**config.mk**
```make
export PLATFORM = sky130hd
export DESIGN_NAME = alu_arbiter
export DESIGN_NICKNAME = d
export VERILOG_FILES = /design/src/rtl/alu_arbiter.sv
export SDC_FILE = /design/constraint.sdc
export NUM_CORES = 1
export LEC_CHECK = 0
export ABC_AREA = 1
export ABC_CLOCK_PERIOD_IN_PS = 1800
export CORE_AREA = 2 2 110 112
export CTS_BUF_LIST = sky130_fd_sc_hd__clkbuf_4 sky130_fd_sc_hd__clkbuf_8 sky130_fd_sc_hd__clkbuf_16
export DETAILED_ROUTE_END_ITERATION = 6
export DIE_AREA = 0 0 112 114
export DONT_BUFFER_PORTS = 1
export GPL_TIMING_DRIVEN = 1
export PLACE_DENSITY = 0.72
export SKIP_LAST_GASP = 1
export SLEW_MARGIN = 10
export SYNTH_ARGS = -nofsm -noshare
export SYNTH_HDL_FRONTEND = slang
export SYNTH_SLANG_ARGS = --single-unit
```
**constraint.sdc**
```tcl
create_clock -name clk -period 1.8 [get_ports clk]
set_clock_uncertainty 0.1 [all_clocks]
set_input_delay 0.18 -clock clk [delete_from_list [all_inputs] [get_ports clk]]
set_output_delay 0.18 -clock clk [all_outputs]
set_load 0.05 [all_outputs]
```
**src/rtl/alu_arbiter.sv**
```systemverilog
// ---------------------------------------------------------------------------
// alu_arbiter
//
// Purpose:
//   Shares one external (combinational or fixed-latency) ALU between two
//   requesters. A round-robin arbiter picks one request while idle. The
//   operands are registered onto the ALU ports. After ALU_LAT cycles the
//   ALU result and flags are captured, and they are returned to the
//   requester that was granted.
//
// Handshake rule (both request and response channels):
//   A transfer happens on a rising clk edge where valid and ready are both
//   high for the same requester bit. valid may not depend on ready. The
//   arbiter raises at most one req_ready bit and at most one rsp_valid bit
//   at a time. rsp_ready on the bit that was not granted is ignored.
//
// Parameters:
//   WIDTH   operand / result width
//   OP_W    opcode width (opcodes 0-9 name ALU functions)
//   ALU_LAT cycles from operand issue to result capture, legal 1-15
//
// Ports:
//   clk, rst_n            clock (rising edge), async active-low reset
//   req_valid/req_ready   per-requester request handshake (bit i = req i)
//   req_op/in1/in2        packed per-requester opcode and operands
//   rsp_valid/rsp_ready   per-requester response handshake
//   rsp_result/flags/err  response payload; flags = {neg, carry, zero}
//   alu_op/in1/in2        registered drive to the shared ALU
//   alu_result/alu_flags  shared ALU outputs (same flag order)
//   busy                  high whenever the FSM is not IDLE
//   dbg_state             current FSM state (IDLE=0, EXEC=1, RESP=2)
//
// Build option:
//   ALU_ARBITER_OPCHK_EN  when defined, an accepted opcode above 9 skips the
//                         ALU. It answers one cycle later with rsp_err=1 and a
//                         zero result. When not defined, every opcode is issued
//                         to the ALU and rsp_err is tied low.
// ---------------------------------------------------------------------------
module alu_arbiter #(
  parameter int WIDTH   = 32,
  parameter int OP_W    = 4,
  parameter int ALU_LAT = 1
) (
  input  logic                 clk,
  input  logic                 rst_n,
  input  logic [1:0]           req_valid,
  output logic [1:0]           req_ready,
  input  logic [2*OP_W-1:0]    req_op,
  input  logic [2*WIDTH-1:0]   req_in1,
  input  logic [2*WIDTH-1:0]   req_in2,
  output logic [1:0]           rsp_valid,
  input  logic [1:0]           rsp_ready,
  output logic [WIDTH-1:0]     rsp_result,
  output logic [2:0]           rsp_flags,
  output logic                 rsp_err,
  output logic [OP_W-1:0]      alu_op,
  output logic [WIDTH-1:0]     alu_in1,
  output logic [WIDTH-1:0]     alu_in2,
  input  logic [WIDTH-1:0]     alu_result,
  input  logic [2:0]           alu_flags,
  output logic                 busy,
  output logic [1:0]           dbg_state
);

  typedef enum logic [1:0] {
    IDLE = 2'd0,
    EXEC = 2'd1,
    RESP = 2'd2
  } state_t;

  localparam logic [3:0] LAT_INIT = 4'(ALU_LAT);

  state_t          state;
  state_t          state_nxt;

  logic            last;      // requester granted by the last completed op
  logic            grant;     // requester owning the op in flight
  logic [3:0]      cnt;       // remaining ALU cycles while in EXEC

  logic            win;       // arbitration winner this cycle
  logic            accept;    // a request is taken on the coming edge
  logic            op_bad;    // accepted opcode is outside 0-9 (checked build)
  logic            cnt_last;  // the coming edge is the capture edge
  logic            rsp_done;  // response taken on the coming edge

  logic [OP_W-1:0]  win_op;
  logic [WIDTH-1:0] win_in1;
  logic [WIDTH-1:0] win_in2;

  // -------------------------------------------------------------------------
  // Round-robin arbitration. When both requesters are valid, the one not
  // granted last time wins. A lone valid requester always wins.
  // -------------------------------------------------------------------------
  always_comb begin
    win = 1'b0;
    case (req_valid)
      2'b01:   win = 1'b0;
      2'b10:   win = 1'b1;
      2'b11:   win = ~last;
      default: win = 1'b0;
    endcase
  end

  assign accept  = (state == IDLE) && (req_valid != 2'b00);
  assign win_op  = win ? req_op[OP_W +: OP_W]    : req_op[0 +: OP_W];
  assign win_in1 = win ? req_in1[WIDTH +: WIDTH] : req_in1[0 +: WIDTH];
  assign win_in2 = win ? req_in2[WIDTH +: WIDTH] : req_in2[0 +: WIDTH];

`ifdef ALU_ARBITER_OPCHK_EN
  assign op_bad = (win_op > OP_W'(9));
`else
  assign op_bad = 1'b0;
`endif

  // The counter is loaded with ALU_LAT on acceptance and drops by one each
  // EXEC edge. The edge that sees 1 is the ALU_LAT-th edge after acceptance.
  assign cnt_last = (state == EXEC) && (cnt <= 4'd1);
  assign rsp_done = (state == RESP) && (grant ? rsp_ready[1] : rsp_ready[0]);

  // -------------------------------------------------------------------------
  // FSM
  // -------------------------------------------------------------------------
  always_ff @(posedge clk or negedge rst_n) begin
    if (!rst_n) begin
      state <= IDLE;
    end else begin
      state <= state_nxt;
    end
  end

  always_comb begin
    state_nxt = state;
    req_ready = 2'b00;
    rsp_valid = 2'b00;
    case (state)
      IDLE: begin
        if (accept) begin
          req_ready = win ? 2'b10 : 2'b01;
          state_nxt = op_bad ? RESP : EXEC;
        end
      end
      EXEC: begin
        if (cnt_last) begin
          state_nxt = RESP;
        end
      end
      RESP: begin
        rsp_valid = grant ? 2'b10 : 2'b01;
        if (rsp_done) begin
          state_nxt = IDLE;
        end
      end
      default: state_nxt = IDLE;
    endcase
  end

  assign busy      = (state != IDLE);
  assign dbg_state = state;

  // -------------------------------------------------------------------------
  // Datapath. The ALU drive registers change only when a legal op is
  // accepted, so they stay stable from one acceptance to the next. The
  // response registers change only on capture (or on the illegal-op bypass),
  // so they hold their values through RESP and afterwards.
  // -------------------------------------------------------------------------
  always_ff @(posedge clk or negedge rst_n) begin
    if (!rst_n) begin
      grant      <= 1'b0;
      last       <= 1'b1;
      cnt        <= 4'd0;
      alu_op     <= '0;
      alu_in1    <= '0;
      alu_in2    <= '0;
      rsp_result <= '0;
      rsp_flags  <= 3'b000;
    end else begin
      case (state)
        IDLE: begin
          if (accept) begin
            grant <= win;
            if (!op_bad) begin
              alu_op  <= win_op;
              alu_in1 <= win_in1;
              alu_in2 <= win_in2;
              cnt     <= LAT_INIT;
            end else begin
              rsp_result <= '0;
              rsp_flags  <= 3'b000;
            end
          end
        end
        EXEC: begin
          cnt <= cnt - 4'd1;
          if (cnt_last) begin
            rsp_result <= alu_result;
            rsp_flags  <= alu_flags;
          end
        end
        RESP: begin
          if (rsp_done) begin
            last <= grant;
          end
        end
        default: ;
      endcase
    end
  end

`ifdef ALU_ARBITER_OPCHK_EN
  // The error flag is written only at acceptance, so it holds through RESP.
  always_ff @(posedge clk or negedge rst_n) begin
    if (!rst_n) begin
      rsp_err <= 1'b0;
    end else if (accept) begin
      rsp_err <= op_bad;
    end
  end
`else
  assign rsp_err = 1'b0;
`endif

endmodule
```
==> key figures, run 1 <==
Placement
  – Placed Cells: 846
  – RePlAce Congestion: 0.783
  – Detailed placement HPWL: 9.41 mm
  – IO buf count: 0

Run status
  – Err: [ERROR RSZ-0060] Max buffer count reached.
  – Status: stopped before the end
  – Stop stage: clock tree synthesis

Floorplan
  – Die width: 112 um
  – Die Ht: 114 um
  – Core Rows: 40
  – Io pins: 288
  – Starting Density: 45.8%

Synthesis
  – Syn nets: 907
  – Area contributors post-synth: dfrtp_1 51%, nand2_1 33%, nand3_1 6.9%
  – Sequential share of the synthesized area: 51.8%
  – Number of synthesized flops with an enable pin: 0
  – Synthesized cell area: 5360 sq um
  – Ys flop type: dfrtp_1
  – Syn Inst Count: 728
  – Avg Inst Size Synth: 7.37 sq um
  – Post-synth cell types: 21
  – Post-synth top area cell: dfrtp_1
  – Flops & latches, synth: 111
  – Ys Warns: 0
  – Top cell type's share of synthesized area: 51.3%
  – Asr flop ratio synth: 100%

Clock tree
  – Deepest clock path buffer count: 2
  – Post-CTS setup buffer count: 1
  – Clk sinks: 111
  – Cts repair resizes: 0
  – Hold_buf cts: 174
  – CTS H-Tree Depth: 3
  – CTS Buf Count: 9
  – Clock root cell: clkbuf_16
[logic make-up after synthesis]
family	count (synthesis)	synth area share (%)
other cells	1	0.0699
fa+ha+maj	2	0.467
compound gates	4	0.630
buf+inv	55	5.86
flops	111	51.8
simple gates	555	41.2
[cell usage after synthesis, drive strengths merged, types with 2 or more instances]
cell type and count:
or2 2, o21ai 2, ha 2, buf 34, nand2 469, inv 11
dfrtp 110, nor2 9, clkbuf 10, nand3 75
[through the flow]
step / utilization, % / area (sq um) / setup slack [ps] / setup TNS (ps)
after floorplan: - / 5390 / -22.3 / -22.3
after global placement: 47.3 / 5540 / 260 / 0
after detailed placement: 47.3 / 5540 / 199 / 0
==> run 2: changes to the inputs <==
--- a/config.mk
+++ b/config.mk
@@ -7,13 +7,11 @@
 export LEC_CHECK = 0
 export ABC_AREA = 1
 export ABC_CLOCK_PERIOD_IN_PS = 1800
-export CORE_AREA = 2 2 110 112
-export CTS_BUF_LIST = sky130_fd_sc_hd__clkbuf_4 sky130_fd_sc_hd__clkbuf_8 sky130_fd_sc_hd__clkbuf_16
+export CORE_UTILIZATION = 40
 export DETAILED_ROUTE_END_ITERATION = 6
-export DIE_AREA = 0 0 112 114
 export DONT_BUFFER_PORTS = 1
 export GPL_TIMING_DRIVEN = 1
-export PLACE_DENSITY = 0.72
+export PLACE_DENSITY_LB_ADDON = 0.15
 export SKIP_LAST_GASP = 1
 export SLEW_MARGIN = 10
 export SYNTH_ARGS = -nofsm -noshare
==> key figures, run 2 <==
Worst setup path
  – Worst Setup SP: last
  – Critical path depth in cells: 4
  – CP max-delay cell: dfstp_2
  – Reg2Reg Launch Point: dbg_state[1]
  – Critical Path Sink: req_ready[0]
  – Critical path type: flop to output pin
  – R2r setup slk: 110 ps
  – Critical Path Most Common Cell: buf_12
  – Top delay family on crit path: flip-flops
  – Critical Path End Type: output pin
  – Crit Path Max Fanout: 11
  – Reg-to-Reg End: last
  – Crit path required time: 1520 ps
  – Reg2reg path depth: 7
  – Arr. time, crit path: 1460 ps
  – Cell chain of the critical path: nand2_4 > buf_12 > a21oi_4 > buf_12
  – Delay of the slowest critical-path stage: 550 ps
  – CP bufs+invs: 2
  – CP Launch Type: flop

Route
  – Drt drc: 1
  – Drt total wl: 18.1 mm
  – Iter 0 DRT Violations: 331
  – Via/cell ratio: 5.21
  – Wire length per cell: 17.0 um
  – Via Count: 5,569
  – Antenna violation net count after detailed routing: 0
  – 1st-pass router iterations: 7

Final layout
  – Biggest regs: alu_in1: 32 flops, alu_in2: 32 flops, rsp_result: 32 flops
  – Layout area overhead: 44.3%
  – Final instance area: 7740 sq um
  – Fin nets: 1,072
  – Share of post-route cells with drive strength above 1: 6.24%
  – Most frequent cells in the layout: 467 x nand2_1, 173 x dlygate4sd3_1, 109 x dfrtp_1
  – Final Non-Filler Cells: 1,069
  – ANT cells: 0
  – Most common cell after layout, fill and taps aside: nand2_1

GRT
  – Vias in the first global route: 5,715
  – All-Layer GR Usage: 26.0%
  – Largest net degree at the start of global routing: 112
  – Total grt overflow: 0
  – Initial antenna violation count: 0
  – First-pass GRT wire length: 28.6 mm

Timing
  – TNS Setup: 0 ps
  – Hold WS: -577 ps
  – Final Setup Violations: 0
  – Fin. Hold Viols: 111
  – Slew margin rel.: 64.9%
  – Fmax: 575 MHz
  – Final min period: 1740 ps
  – RSZ-0062 raised after global routing: no
  – Pins over their slew limit: 0
  – Slew @ Worst Pin: 526 ps
  – Crit share post-route: 96.7%
  – Final setup margin: 59.7 ps

Clock tree
  – Deepest clock path buffer count: 2
  – TritonCTS clock tree: built
  – Clk sinks: 111
  – Clock Latency Late Sink: 340 ps
  – CTS Buf Count: 9
  – Clock root cell: clkbuf_16
  – Worst-path clk slew: 70 ps
  – CTS H-Tree Depth: 3
  – Hold_buf cts: 174

Synthesis
  – Synth top cells by count: 467 x nand2_1, 110 x dfrtp_1, 74 x nand3_1
  – Sequential share of the synthesized area: 51.8%
  – Most common cell in the netlist: nand2_1
  – Syn Inst Count: 728
  – Area contributors post-synth: dfrtp_1 51%, nand2_1 33%, nand3_1 6.9%
  – Ys Warns: 0
  – Post-synth top area cell: dfrtp_1
  – Synthesized cell area: 5360 sq um
  – Top cell type's share of synthesized area: 51.3%
  – Post-synth cell types: 21
  – Ys flop type: dfrtp_1
  – Number of synthesized flops with an enable pin: 0
  – Flops & latches, synth: 111
  – Syn nets: 907
  – Asr flop ratio synth: 100%
  – Avg Inst Size Synth: 7.37 sq um

Floorplan
  – Starting Density: 41.8%
  – Core Rows: 41
  – Io pins: 288
  – Die Ht: 118 um
  – Die ar.: 13,900 sq um
  – CORE AREA: 12,800 sq um
  – Die width: 118 um

Flow run
  – Max-cap violations: 0

Power and ir drop
  – Static leakage: 4.09 nW
  – Pwr Density: 1910 nW/um^2
  – Switching share of total power: 56.0%
  – Int Pwr: 6.51 mW
  – Max rail drop VDD: 0.821 mV
  – Fraction of power consumed by combinational cells: 28.1%
  – Total Power: 14.8 mW
  – Clock Power Share: 14.4%
  – Flop pwr share: 57.5%
  – Switch Pwr: 8.28 mW

Placement
  – Place WS: 270 ps
  – Area after DPL: 5560 sq um
  – Placed Cells: 875
  – IO buf count: 0
  – Detailed placement HPWL: 9.67 mm
  – RePlAce Congestion: 0.817

Run status
  – Failing checks: DRC, hold timing
  – Status: finished, violations left

Hold path
  – Min-delay worst type: input pin to asynchronous set/reset pin
[run 2: cell counts after synthesis]
Identical to the previous run, type by type.
[run 2: cells by family (layout without fill, tap and decap cells)]
logic type               count (synthesis)  after routing  share of synthesized area (%)
AO/OA/AOI/OAI                            4              4                          0.630
adder cells (fa/ha/maj)                  2              2                          0.467
buffers and inverters                   55            224                           5.86
flip-flops                             111            111                           51.8
other                                    1              1                         0.0699
AND/OR/NAND/NOR                        555            555                           41.2
[run 2: per-stage QoR]
stage          util, %  hold slack (ps)
2_1_floorplan        -             -216
3_3_place_gp      43.3             -213
3_5_place_dp      43.3             -213
4_1_cts           59.7             -590
5_1_grt           60.4             -595
6_report          60.4             -577
[run 2: timing repair]
action                                  CTS  global route
endpoints found under the hold margin   216           111
pin swaps                                 0             0
endpoints found under the setup margin    2             3
gates cloned                              1             2
gates resized for setup                   1             4
setup buffers                             0             2
[run 2: cell type report]
class | instances | area [sq um]
Fill cell | 1047 | 5080
Clock buffer | 11 | 243
Multi-Input combinational cell | 562 | 2300
Sequential cell | 111 | 2780
Clock inverter | 4 | 70.1
Tap cell | 172 | 215
Inverter | 11 | 41.3
Timing Repair Buffer | 198 | 2090
[run 2: worst min path at each step]
stage	end	slack, ps
2_1_floorplan	alu_in1[0]	-220
3_3_place_gp	alu_in1[15]	-210
3_5_place_dp	alu_in1[11]	-210
4_1_cts	alu_in1[10]	-590
5_1_grt	alu_in1[11]	-600
6_report	alu_in1[15]	-580
[run 2: layer usage]
layer	track usage [%]	wire, um	vias up
met3	6.30	1780	69
li1	-	-	2557
met5	0	0	-
met2	43.9	8640	357
met1	30.1	6930	2586
met4	14.6	780	0
[run 2: power by group through the flow]
stage / clock (mW) / combinational (mW) / sequential (mW)
4_1_cts: 2.19 / 4.03 / 8.49
3_3_place_gp: 0 / 3.49 / 8.52
2_1_floorplan: 0 / 2.89 / 8.25
6_report: 2.13 / 4.16 / 8.50
5_1_grt: 2.30 / 4.71 / 8.61
3_5_place_dp: 0 / 3.63 / 8.52
(Power assumes the default switching activity.)
